<file path="src/rtl/inst_buffer_pkg.sv">
`default_nettype none
// ---------------------------------------------------------------------------
// Module      : inst_buffer_pkg
// Description : Shared widths, default depth and entry type for the
//               fetch-to-decode instruction buffer.
// Revision    : 1.0 - initial release
// ---------------------------------------------------------------------------
package inst_buffer_pkg;

  localparam int XLEN       = 32;
  localparam int IBUF_DEPTH = 8;

  typedef logic [31:0] inst_t;

  typedef struct packed {
    inst_t           inst;
    logic [XLEN-1:0] pc;
  } ibuf_entry_t;

endpackage
`default_nettype wire

</file>
<file path="src/rtl/inst_buffer.sv">
`default_nettype none
// ---------------------------------------------------------------------------
// Module      : inst_buffer
// Description : Circular FIFO of {inst, pc} entries between fetch and decode,
//               with flush recovery and a registered (non-bypassed) head.
// Revision    : 1.0 - initial release
// ---------------------------------------------------------------------------
module inst_buffer
  import inst_buffer_pkg::*;
#(
  parameter int DEPTH = IBUF_DEPTH
) (
  input  logic                         clock,
  input  logic                         reset_n,
  input  logic                         flush,
  input  logic                         in_valid,
  input  inst_t                        in_inst,
  input  logic [XLEN-1:0]              in_pc,
  output logic                         in_ready,
  output logic                         out_valid,
  output inst_t                        out_inst,
  output logic [XLEN-1:0]              out_pc,
  input  logic                         out_ready,
  output logic [$clog2(DEPTH+1)-1:0]   count
);

  localparam int PTR_W = $clog2(DEPTH);
  localparam int CNT_W = $clog2(DEPTH+1);

  ibuf_entry_t      mem_q [DEPTH];
  logic [PTR_W-1:0] head_q, head_d;
  logic [PTR_W-1:0] tail_q, tail_d;
  logic [CNT_W-1:0] count_q, count_d;
  logic             push;
  logic             pop;

  // Full blocks fetch even when the head is being consumed: no passthrough.
  always_comb begin
    in_ready  = (count_q < CNT_W'(DEPTH));
    out_valid = (count_q != '0);
    push      = in_valid & in_ready & ~flush;
    pop       = out_valid & out_ready & ~flush;
  end

  always_comb begin
    head_d  = head_q;
    tail_d  = tail_q;
    count_d = count_q;
    if (flush) begin
      head_d  = '0;
      tail_d  = '0;
      count_d = '0;
    end else begin
      if (push) tail_d = tail_q + PTR_W'(1);
      if (pop)  head_d = head_q + PTR_W'(1);
      case ({push, pop})
        2'b10:   count_d = count_q + CNT_W'(1);
        2'b01:   count_d = count_q - CNT_W'(1);
        default: count_d = count_q;
      endcase
    end
  end

  always_ff @(posedge clock or negedge reset_n) begin
    if (!reset_n) begin
      head_q  <= '0;
      tail_q  <= '0;
      count_q <= '0;
    end else begin
      head_q  <= head_d;
      tail_q  <= tail_d;
      count_q <= count_d;
    end
  end

  // Entry storage is never cleared; only pointers and the counter are.
  always_ff @(posedge clock) begin
    if (push) mem_q[tail_q] <= '{inst: in_inst, pc: in_pc};
  end

  always_comb begin
    out_inst = '0;
    out_pc   = '0;
    if (out_valid) begin
      out_inst = mem_q[head_q].inst;
      out_pc   = mem_q[head_q].pc;
    end
    count = count_q;
  end

endmodule
`default_nettype wire
</file>
<file path="config.mk">
export PLATFORM = sky130hd
export DESIGN_NAME = inst_buffer
export DESIGN_NICKNAME = d
export VERILOG_FILES = /design/src/rtl/inst_buffer_pkg.sv /design/src/rtl/inst_buffer.sv
export SDC_FILE = /design/constraint.sdc
export NUM_CORES = 1
export LEC_CHECK = 0
export BUFFER_PORTS_ARGS = -buffer_cell sky130_fd_sc_hd__buf_2
export CORE_MARGIN = 4
export CORE_UTILIZATION = 55
export CTS_CLUSTER_SIZE = 25
export DETAILED_ROUTE_END_ITERATION = 7
export PLACE_DENSITY = 0.74
export SLEW_MARGIN = 20
export SYNTH_ARGS = -nofsm -noshare
export SYNTH_HDL_FRONTEND = slang
export SYNTH_SLANG_ARGS = --single-unit
</file>
<file path="constraint.sdc">
create_clock -name clock -period 10.7 [get_ports clock]
set_clock_uncertainty 0.1 [all_clocks]
set_input_delay 1.07 -clock clock [delete_from_list [all_inputs] [get_ports clock]]
set_output_delay 1.07 -clock clock [all_outputs]
set_load 0.05 [all_outputs]
</file>
# Word-level counts from Yosys, hierarchy flattened

Memories as Yosys holds them, arrays and structs flattened.
Index checks and enable logic that the tools add are counted.

Register bits after elaboration: 10
Bits in writable memories: 512
Input port bits: 69
Output and inout port bits: 70
Memories: 1

Add/subtract/negate cells: 4
Magnitude comparators: 1
Equality and inequality tests: 2
Mux-type cells: 10
Bitwise operators: 5
Reductions and logical operators: 4

Memory list:

| memory | depth | bits a word | rd ports | clocked after memory_dff | write ports | line              | RTL |
|---|---|---|---|---|---|---|---|
| mem_q  | 8     | 64          | 1        | 0                        | 1           | inst_buffer.sv:30 | `ibuf_entry_t mem_q [DEPTH];` |

Operators with widths:

| kind                | number |
|---|---|
| $mux 32             | 2 |
| $mux 3              | 4 |
| $pmux 4 s2          | 1 |
| $add 3x1->3 const B | 2 |
| $add 4x1->4 const B | 1 |
| $and 1x1->1         | 4 |
| $lt 4x4->1 const B  | 1 |
| $mux 4              | 1 |
| $reduce_bool 2->1   | 2 |
| $reduce_bool 4->1   | 1 |
| $sub 4x1->4 const B | 1 |
| $reduce_bool 3->1   | 1 |
| $eq 2x1->1 const B  | 1 |
| $eq 2x2->1 const B  | 1 |
| $mux 1              | 2 |
| $not 1->1           | 1 |

# Logic depth before layout (Yosys ltp)

Gate-level depths: netlist of run 1.

Word-level depth: 6
Mapped depth: 9
Gate-level depth less buffers: 8

# Worst setup path after synthesis of run 1

No wires, ideal clock.

Path type: input-to-reg
Start point: input in_valid
End point: memory mem_q[0][0] in the netlist's numbering (enable)
Library setup time: 0.565 ns
Data arrival time: 6.018 ns
Data required time: 10.035 ns
Setup slack: 4.018 ns
Stages: 4
Cells stage by stage: nand2b_1 > buf_2 > or3_1 > nor3_1

Word-level cells in the longest chain between the ends: 4

RTL lines:

| what                         | line              | RTL |
|---|---|---|
| start: declaration           | inst_buffer.sv:16 | `input logic in_valid,` |
| $and 1x1->1 (2 in series)    | inst_buffer.sv:41 | `push = in_valid & in_ready & ~flush;` |
| $mux 1                       | inst_buffer.sv:78 | `if (push) mem_q[tail_q] <= '{inst: in_inst, pc: in_pc};` |
| $mux 1 (not written as such) | inst_buffer.sv:78 |  |
| end: declaration             | inst_buffer.sv:30 |  |

Every way passes these cells.

# Worst setup path after layout of run 1

Start point: register head_q[0]
End point: output out_inst[10]

Word-level cells in the longest chain between the ends: 2

RTL lines:

| what                     | line              | RTL |
|---|---|---|
| start: declaration       | inst_buffer.sv:31 | `logic [PTR_W-1:0] head_q, head_d;` |
| start signal: assignment | inst_buffer.sv:66 | `head_q <= '0;` |
| start signal: assignment | inst_buffer.sv:70 | `head_q <= head_d;` |
| $mem_v2 8x64             | --                |  |
| $mux 32                  | inst_buffer.sv:84 | `if (out_valid) begin` |
| end: declaration         | inst_buffer.sv:21 | `output inst_t out_inst,` |

Every way passes these cells.

==> results of run 1 <==
[cell usage in the layout (no fill, tap or decap), types with 2 or more instances in the layout]
master,netlist,routed
buf_16,0,2
nand2_1,9,9
clkinvlp_4,0,2
nor3_2,0,2
mux4_2,128,128
nor2_4,0,6
buf_2,20,138
clkinv_2,0,7
dfrtp_4,0,3
diode_2,0,2
xor2_1,3,3
or3_1,2,2
nor2_1,78,72
xnor2_1,3,3
ha_1,4,4
clkinv_1,0,16
edfxtp_1,512,512
bufinv_16,0,7
inv_1,3,3
clkbuf_16,0,53
a21oi_1,3,3
nand2b_1,3,3
dfrtp_1,10,7
inv_6,0,2
clkbuf_1,11,9
mux2i_1,65,65
buf_4,1,17
and3_1,2,2
[metal layers]
layer,part of all wire (%),routed length [um],up-vias
met5,0.12,47,-
met4,1.3,503,6
met3,5.4,2120,49
met2,51,20000,265
met1,42,16300,4890
li1,-,-,4018
[state kept, by name, summed over array words and instances (netlist names)]
name / cells
mem_q: 512
count: 4
head_q: 3
tail_q: 3
[power breakdown]
group | switching, mW | internal, mW
registers | 0.0600 | 2.31
logic | 1.05 | 0.420
clock network | 0.721 | 1.07
[layout make-up]
class                   count  area share [%]
diodes                      2          0.0217
clock buffers              62            5.90
clock inverters            34            1.47
inverters                   3          0.0489
multi-input cells         317            18.4
flip-flops and latches    522            67.9
well taps                 461            2.50
repair buffers            157            3.79
[logic make-up after synthesis]
group           count (synthesis)  share of synthesized area [%]
flops                         522                           78.1
fa+ha+maj                       4                          0.250
simple gates                  102                           2.09
buf+inv                        48                           1.08
mux                           193                           17.7
compound gates                 11                          0.513
xor+xnor                        7                          0.344
[cells in the mapped netlist]
cell,n,area [um^2]
buf_1,12,45.0
o211ai_1,1,7.51
nor4_1,1,6.26
xor2_1,3,26.3
nand2b_1,3,18.8
dfrtp_1,10,250
a311o_1,1,10.0
or3_2,1,7.51
nor2b_1,1,6.26
nor3_1,3,15.0
inv_1,3,11.3
nand2_1,9,33.8
xor2_2,1,16.3
edfxtp_1,512,15400
xnor2_1,3,26.3
buf_2,20,100
o41ai_4,1,27.5
a31oi_1,1,6.26
and2_2,1,7.51
o2111ai_1,1,8.76
nor2_1,78,293
o2111a_1,1,11.3
a21oi_1,3,15.0
nand3_1,1,5.00
mux4_2,128,2880
clkbuf_1,11,41.3
or3_1,2,12.5
buf_6,1,11.3
o31ai_1,1,7.51
ha_1,4,50.1
buf_4,1,7.51
and3_1,2,12.5
mux2i_1,65,651
a31o_2,1,8.76
[metrics by stage]
stage	instance area [um^2]	hold slack [ps]
5_1_grt	23000	258
3_3_place_gp	21300	471
3_5_place_dp	21300	506
2_1_floorplan	20000	445
6_report	23000	277
4_1_cts	23000	264
[critical path, delay by kind of cell, from the launching register on]
kind          cells  cell delay (ps)
buf+inv           2             1150
flops             1              930
mux               2              790
simple gates      1               90
[worst max path at each step]
stage | to | slack [ps] | cells after the start
5_1_grt | out_inst[10] | 5640 | 5
3_5_place_dp | out_inst[10] | 6420 | 5
2_1_floorplan | mem_q[0][0] | 4020 | 4
6_report | out_inst[10] | 5990 | 5
4_1_cts | out_inst[10] | 5840 | 5
3_3_place_gp | out_inst[28] | 6470 | 5
==> flow_metrics.py, run 1 <==
metrics = {
    "run_status": {
        "status": "complete, no violations",
    },
    "cts": {
        "postCtsSetupBuffers": 0,
        "htree_levels": 2,
        "cts_max_path_buffers": 3,
        "clock_sinks": 522,
        "clk_latency_ps": 540,
        "root_buffer": "clkbuf_16",
        "cts_tree": "built",
        "cts_resized": 0,
        "ctsHoldBuffers": 0,
        "clk_pin_slew_ps": 60,
        "cts_buffers": 52,
    },
    "placement": {
        "pre_cts_slack_ps": 6420,
        "place_congestion": 0.780,
        "post-place-cells": 1460,
        "portBuffers": 138,
        "dp_hpwl_mm": 20.5,
    },
    "drt": {
        "vias": 9228,
        "drc": 0,
        "avgRoutedWirePerCell_um": 25.0,
        "vias_per_cell": 5.92,
        "drt_pre_antenna_iters": 5,
        "drt-initial-drc-count": 741,
        "ant_nets": 0,
        "drt_wl_total_mm": 39.0,
    },
    "power_and_ir_drop": {
        "p_leak_nw": 7.39,
        "p_per_area_mw_per_mm2": 244,
        "fin_total_pwr_mw": 5.63,
        "ir_drop_mv": 0.237,
    },
    "critical_path": {
        "arrival_ps": 3540,
        "slowest_stage": "dfrtp_4",
        "required_ps": 9530,
        "reg2reg_to": "mem_q[2][7]",
        "reg2reg_depth": 4,
        "cp_max_fo": 48,
        "worstPathCellList": "buf_4 -> mux4_2 -> mux2i_1 -> nor2_1 -> buf_2",
        "timing_worst_setup_path_type": "reg -> out",
        "crit_path_end_kind": "output port",
        "r2r_setup_slack_ps": 7320,
        "crit_start": "head_q[0]",
        "cpPeakStageDelay_ps": 930,
        "reg2reg_from": "count[3]",
        "startpoint_type": "flop",
    },
    "logic_synthesis": {
        "yosysUniqueCellTypes": 34,
        "avgSynthCellArea_um2": 22.6,
        "syn_area_mm2": 0.0200,
        "synth_fp_nets": 960,
        "synth_cells": 887,
        "synth_seq_area_share_pct": 78.1,
        "ys_ff_latch": 522,
        "yosys_warnings": 0,
    },
    "finish": {
        "fill_cells": 2406,
        "nets": 1126,
        "instances_no_fill": 1558,
        "register_area_mm2": 0.0156,
        "area_growth_pct": 15.1,
        "multi_input_area_mm2": 0.00423,
        "layout-drive-gt1-share_pct": 34.1,
        "finalCoreUtilization_pct": 64.4,
    },
    "global_routing": {
        "grt_overflow_total": 0,
        "grt_usage_pct": 20.0,
        "grt_max_degree": 67,
        "met3_usage_pct": 3.54,
        "grt_pass1_wl_mm": 59.2,
        "first_global_vias": 9502,
        "grt_use_met2_pct": 33.2,
        "top_usage_layer": "met2",
        "antenna_found_initial": 4,
        "grt_util_met1_pct": 28.9,
    },
    "timing": {
        "setup_tns_ps": 0,
        "finalHoldViolCount": 0,
        "max_freq_ghz": 0.212,
        "slew_viol_final": 0,
        "rsz0062_at_grt": "false",
        "setup_violations": 0,
        "finalCriticalPeriod_ps": 4710,
        "relSlewSlack_pct": 36.6,
        "setup_ws_ps": 5990,
        "finalCritPeriodShare_pct": 44.0,
        "tightestPinTransition_ps": 952,
    },
    "worst_hold_path": {
        "hold_path.class": "in -> async",
    },
    "floorplan": {
        "dieArea_mm2": 0.0395,
        "initial_core_util_pct": 56.0,
        "core_area_mm2": 0.0357,
        "die_x_um": 199,
        "rows": 69,
        "io_pins": 139,
        "dieHeight_um": 199,
    },
    "flow_run": {
        "max-cap-violations": 0,
    },
}
Note: power is estimated with default switching activity, not from simulation.
==> run 2, diff against run 1 <==
--- a/config.mk
+++ b/config.mk
@@ -5,6 +5,7 @@
 export SDC_FILE = /design/constraint.sdc
 export NUM_CORES = 1
 export LEC_CHECK = 0
+export ABC_AREA = 1
 export BUFFER_PORTS_ARGS = -buffer_cell sky130_fd_sc_hd__buf_2
 export CORE_MARGIN = 4
 export CORE_UTILIZATION = 55
==> constraint.sdc (replaced) <==
create_clock -name clock -period 4.5 [get_ports clock]
set_clock_uncertainty 0.1 [all_clocks]
set_input_delay 0.45 -clock clock [delete_from_list [all_inputs] [get_ports clock]]
set_output_delay 0.45 -clock clock [all_outputs]
set_load 0.05 [all_outputs]
==> flow_metrics.py, run 2 <==
metrics = {
    "logic_synthesis": {
        "yosysTopAreaCellShare_pct": 74.2,
        "synth_edf_count": 512,
        "synth_seq_area_share_pct": 75.4,
        "synth_cells": 1540,
        "syn_area_mm2": 0.0207,
        "synthMostInstantiatedCell": "nor2_1",
        "ys_ff_latch": 522,
        "yosys-top-cells-area": "edfxtp_1 (74%), nor2_1 (9.5%), o32ai_1 (4.4%), o21ai_0 (3.9%), o32ai_2 (2.0%)",
        "async_flop_share_pct": 1.92,
        "synth_fp_nets": 1613,
        "ys_top_cells_by_count": "nor2_1 (526), edfxtp_1 (512), o21ai_0 (163)",
        "avgSynthCellArea_um2": 13.4,
        "yosysUniqueCellTypes": 25,
        "synth_flop_cell": "edfxtp_1",
        "yosys_warnings": 0,
        "synth_top_cell_by_area": "edfxtp_1",
    },
    "drt": {
        "top_layer": "met5",
        "drt-initial-drc-count": 1230,
        "drc": 0,
        "drt-met1-wl_mm": 18.6,
        "drt_wl_total_mm": 45.3,
        "vias": 12800,
        "avgRoutedWirePerCell_um": 20.6,
        "wl_met2_mm": 22.3,
        "wl_met3_mm": 3.49,
        "ant_nets": 0,
        "drt_pre_antenna_iters": 5,
        "vias_per_cell": 5.82,
    },
    "global_routing": {
        "grt_overflow_total": 0,
        "grt_usage_pct": 21.8,
        "grt_max_degree": 258,
        "first_global_vias": 12700,
        "grt_pass1_wl_mm": 70.4,
        "antenna_found_initial": 8,
    },
    "finish": {
        "area_growth_pct": 12.8,
        "final_common_cell": "nor2_1",
        "largest_register_ffs": 512,
        "fin_area_mm2": 0.0234,
        "max_flop_register": "mem_q",
        "instances_no_fill": 2196,
        "final_cell_mix": "nor2_1 (518), edfxtp_1 (512), o21ai_0 (163)",
        "nets": 1724,
        "layout-drive-gt1-share_pct": 15.8,
    },
    "power_and_ir_drop": {
        "pwr-share-comb_pct": 36.2,
        "p_seq_share_pct": 38.1,
        "p_sw_share_pct": 39.2,
        "p_per_area_mw_per_mm2": 634,
        "intPower_mw": 9.01,
        "net-switching-power_mw": 5.81,
        "fin_total_pwr_mw": 14.8,
        "p_leak_nw": 7.92,
        "ir_drop_mv": 0.543,
        "p_clk_share_pct": 25.6,
    },
    "critical_path": {
        "required_ps": 3950,
        "worstPathCellList": "inv_8 -> buf_4 -> nor2_1 -> o32ai_1 -> o21ai_1 -> nor2_1 -> buf_2",
        "slowest_stage": "inv_8",
        "crit_family": "buffers and inverters",
        "startpoint_type": "flop",
        "reg2reg_from": "count[3]",
        "reg2reg_to": "mem_q[1][6]",
        "crit_path_end_kind": "output port",
        "cpPeakStageDelay_ps": 540,
        "crit_path_frequent_cell": "nor2_1",
        "crit_start": "head_q[0]",
        "r2r_setup_slack_ps": 1770,
        "arrival_ps": 3150,
        "cp_num_buf_inv": 3,
        "reg2reg_depth": 6,
        "timing_worst_setup_path_type": "reg -> out",
        "cp_max_fo": 130,
    },
    "floorplan": {
        "initial_core_util_pct": 56.2,
        "die_x_um": 202,
        "rows": 70,
        "io_pins": 139,
        "dieHeight_um": 202,
        "dieArea_mm2": 0.0408,
        "core_area_mm2": 0.0369,
    },
    "run_status": {
        "status": "complete, no violations",
    },
    "placement": {
        "placed_cell_area_mm2": 0.0219,
        "place_congestion": 0.750,
        "dp_hpwl_mm": 22.5,
        "pre_cts_slack_ps": 1420,
        "portBuffers": 138,
        "post-place-cells": 2101,
    },
    "timing": {
        "finalCriticalPeriod_ps": 3700,
        "rsz0062_at_grt": "false",
        "max_freq_ghz": 0.270,
        "slew_viol_final": 0,
        "setup_violations": 0,
        "finalHoldViolCount": 0,
        "setup_ws_ps": 801,
        "tightestPinTransition_ps": 1230,
        "relSlewSlack_pct": 17.9,
        "finalCritPeriodShare_pct": 82.2,
    },
    "worst_hold_path": {
        "min_from": "in_inst[18]",
        "hold_path.class": "in -> reg",
        "whs_endpoint": "mem_q[2][50]",
        "min_path_cells": 1,
    },
    "cts": {
        "postCtsSetupBuffers": 0,
        "cts_max_path_buffers": 3,
        "cts_tree": "built",
        "clock_sinks": 522,
        "root_buffer": "clkbuf_16",
        "clk_pin_slew_ps": 60,
        "htree_levels": 2,
        "clk_latency_ps": 560,
        "cts_buffers": 51,
        "cts_resized": 0,
    },
    "flow_run": {
        "max-cap-violations": 0,
    },
}
run 2: cell types whose count changed after synthesis, moves of 14 or more:
cell,change
buf_2,+17
clkbuf_1,+40
mux2i_1,-65
mux4_2,-128
nand2_1,+14
nor2_1,+448
o21ai_0,+163
o21ai_1,+38
o32ai_1,+103
o32ai_2,+25
run 2: stage by stage:
step	util [%]	hold slack [ps]	setup TNS, ps
floorplan	-	54.4	-17130
global route	63.4	38.0	0
finish	63.4	53.8	0
detailed placement	59.3	225	0
CTS	63.3	26.5	0
global placement	59.3	223	0
run 2: worst max-delay path by stage:
stage	to	slack [ps]	cells after the start
3_5_place_dp	out_inst[11]	1420	7
2_1_floorplan	mem_q[0][0]	-40	5
3_3_place_gp	out_inst[17]	1480	7
4_1_cts	out_pc[12]	800	7
5_1_grt	out_pc[12]	630	7
6_report	out_inst[17]	800	7
run 2: routing by layer:
metal,vias up,track usage (%)
li1,5912,-
met1,6292,29.0
met2,481,37.1
met3,82,4.59
met4,10,5.71
met5,-,0
run 2: layout make-up:
type                       instances  area, um^2
timing repair buffer             163         960
fill                            2640       13500
sequential                       522       15600
multi-input combinational        896        4580
clock inverter                    26         113
antenna                            3        7.51
clock buffer                      65        1370
inverter                          17        71.3
tap                              504         631
run 2: kinds of logic after synthesis:
| logic type | share of synthesized area (%) |
|---|---|
| and+or+nand+nor | 10.2 |
| adders and majority gates | 0.242 |
| DFF | 75.4 |
| AOI/OAI and AO/OA | 11.3 |
| xor gates and xnor gates | 0.0846 |
| buffers and inverters | 2.76 |
run 2: timing repair:
| item | CTS | global route |
|---|---|---|
| hold endpoints to repair | 10 | 0 |
| hold buffers | 1 | 0 |
| setup endpoints to repair | 0 | 0 |
run 2: power by group through the flow:
stage	clock network (mW)	registers, mW	logic (mW)
CTS	3.87	5.65	5.41
global route	4.09	5.67	5.80
global placement	0	5.75	5.29
finish	3.79	5.65	5.37
detailed placement	0	5.76	5.38
floorplan	0	5.75	4.08
run 2: worst reg2reg max path, cell delays in order (launching register included):
cell and delay [ps]:
dfrtp_1 440, inv_2 110, nand2_1 50, nor2_1 190
nand2_1 280, nor2_4 810, buf_4 420
==> run 3, diff against run 2 <==
--- a/config.mk
+++ b/config.mk
@@ -5,13 +5,13 @@
 export SDC_FILE = /design/constraint.sdc
 export NUM_CORES = 1
 export LEC_CHECK = 0
-export ABC_AREA = 1
+export ABC_AREA = 0
 export BUFFER_PORTS_ARGS = -buffer_cell sky130_fd_sc_hd__buf_2
 export CORE_MARGIN = 4
-export CORE_UTILIZATION = 55
+export CORE_UTILIZATION = 54
 export CTS_CLUSTER_SIZE = 25
 export DETAILED_ROUTE_END_ITERATION = 7
-export PLACE_DENSITY = 0.74
+export PLACE_DENSITY = 0.75
 export SLEW_MARGIN = 20
 export SYNTH_ARGS = -nofsm -noshare
 export SYNTH_HDL_FRONTEND = slang
==> constraint.sdc (replaced) <==
create_clock -name clock -period 3.2 [get_ports clock]
set_clock_uncertainty 0.1 [all_clocks]
set_input_delay 0.32 -clock clock [delete_from_list [all_inputs] [get_ports clock]]
set_output_delay 0.32 -clock clock [all_outputs]
set_load 0.05 [all_outputs]
==> flow_metrics.py, run 3 (same netlist as run 1, synthesis figures left out) <==
metrics = {
    "cts": {
        "clk_latency_ps": 560,
        "cts_max_path_buffers": 3,
        "cts_buffers": 51,
        "clk_pin_slew_ps": 60,
        "htree_levels": 2,
        "cts_tree": "built",
        "clock_sinks": 522,
        "postCtsSetupBuffers": 0,
        "root_buffer": "clkbuf_16",
    },
    "floorplan": {
        "die_x_um": 201,
        "dieArea_mm2": 0.0402,
        "io_pins": 139,
        "core_area_mm2": 0.0366,
        "rows": 70,
        "initial_core_util_pct": 54.7,
        "dieHeight_um": 201,
    },
    "worst_hold_path": {
        "hold_path.class": "in -> reg",
        "min_from": "in_valid",
    },
    "power_and_ir_drop": {
        "ir_drop_mv": 0.705,
        "fin_total_pwr_mw": 18.6,
        "p_per_area_mw_per_mm2": 779,
        "p_leak_nw": 7.67,
    },
    "critical_path": {
        "reg2reg_depth": 6,
        "crit_end": "out_pc[1]",
        "crit_start": "head_q[0]",
        "arrival_ps": 2510,
        "r2r_setup_slack_ps": 680,
        "crit_path_end_kind": "output port",
        "reg2reg_from": "count[1]",
        "required_ps": 2780,
        "timing_worst_setup_path_type": "reg -> out",
        "reg2reg_to": "head_q[1]",
        "cp_max_fo": 51,
        "startpoint_type": "flop",
    },
    "finish": {
        "final_cell_mix": "edfxtp_1 (512), buf_2 (138), mux4_2 (128)",
        "layout-drive-gt1-share_pct": 32.5,
        "final_common_cell": "edfxtp_1",
        "register_area_mm2": 0.0156,
        "max_flop_register": "mem_q",
        "finalCoreUtilization_pct": 65.0,
        "nets": 1200,
        "multi_input_area_mm2": 0.00426,
        "fill_cells": 2461,
        "largest_register_ffs": 512,
        "fin_area_mm2": 0.0238,
        "area_growth_pct": 18.9,
    },
    "timing": {
        "max_freq_ghz": 0.341,
        "setup_violations": 0,
        "finalHoldViolCount": 0,
        "relSlewSlack_pct": 59.8,
        "finalCritPeriodShare_pct": 91.6,
        "tightestPinTransition_ps": 603,
        "rsz0062_at_grt": "false",
        "finalCriticalPeriod_ps": 2930,
        "slew_viol_final": 0,
        "holdWs_ps": 36.6,
    },
    "drt": {
        "ant_nets": 0,
        "vias_per_cell": 5.74,
        "drc": 0,
        "avgRoutedWirePerCell_um": 23.7,
        "drt_pre_antenna_iters": 5,
        "drt-initial-drc-count": 660,
        "vias": 9389,
        "drt_wl_total_mm": 38.8,
    },
    "run_status": {
        "status": "complete, no violations",
    },
    "global_routing": {
        "first_global_vias": 10100,
        "grt_overflow_total": 0,
        "antenna_found_initial": 3,
        "grt_max_degree": 61,
        "grt_pass1_wl_mm": 60.8,
        "grt_usage_pct": 19.6,
    },
    "placement": {
        "placed_cell_area_mm2": 0.0216,
        "dp_hpwl_mm": 21.1,
        "place_congestion": 0.746,
        "portBuffers": 138,
    },
    "flow_run": {
        "max-cap-violations": 0,
    },
}
[run 3: metal layers]
layer	vias up	track usage [%]	part of all wire, %
met2	276	33.9	53
li1	4166	-	-
met5	-	0	0
met3	57	3.25	5.1
met4	0	4.45	2.0
met1	4890	26.8	40
[run 3: power breakdown]
part / leakage, nW / switching [mW] / internal (mW)
Clock: 0.759 / 2.33 / 3.23
Combinational: 2.16 / 3.60 / 1.56
Sequential: 4.75 / 0.121 / 7.72
Total: 7.67 / 6.05 / 12.5
[run 3: area by class of cell]
type / count / area share, %
clock inverters: 20 / 0.610
well taps: 468 / 2.46
multi-input cells: 317 / 17.9
diodes: 3 / 0.0315
flip-flops and latches: 522 / 65.7
clock buffers: 71 / 5.94
repair buffers: 232 / 7.32
inverters: 3 / 0.0473
[run 3: through the flow]
step,TNS (ps),std cells,worst slack (ps)
after CTS,0,1633,187
after floorplan,-55040,887,-220
after global routing,0,1636,104
after detailed placement,0,1474,741
final,0,1636,267
after global placement,0,1474,780
[run 3: how the worst min path moves through the flow]
stage | end | slack [ps] | cells after the start
finish | count[3] | 40 | 3
global route | count[3] | 40 | 3
CTS | count[3] | 0.2 | 3
detailed placement | tail_q[2] | 120 | 1
global placement | tail_q[2] | 120 | 1
floorplan | count[0] | -80 | 0
[run 3: repair_timing]
action,4_1_cts,5_1_grt
resized for setup,0,0
hold buffers,68,0
setup endpoints to repair,0,0
hold endpoints to repair,530,0
[run 3: critical path, stage by stage, from the launching register on]
cell and delay, ps:
dfrtp_4 470, buf_12 340, mux4_2 550, mux2i_1 310, nor2_1 60, buf_2 220
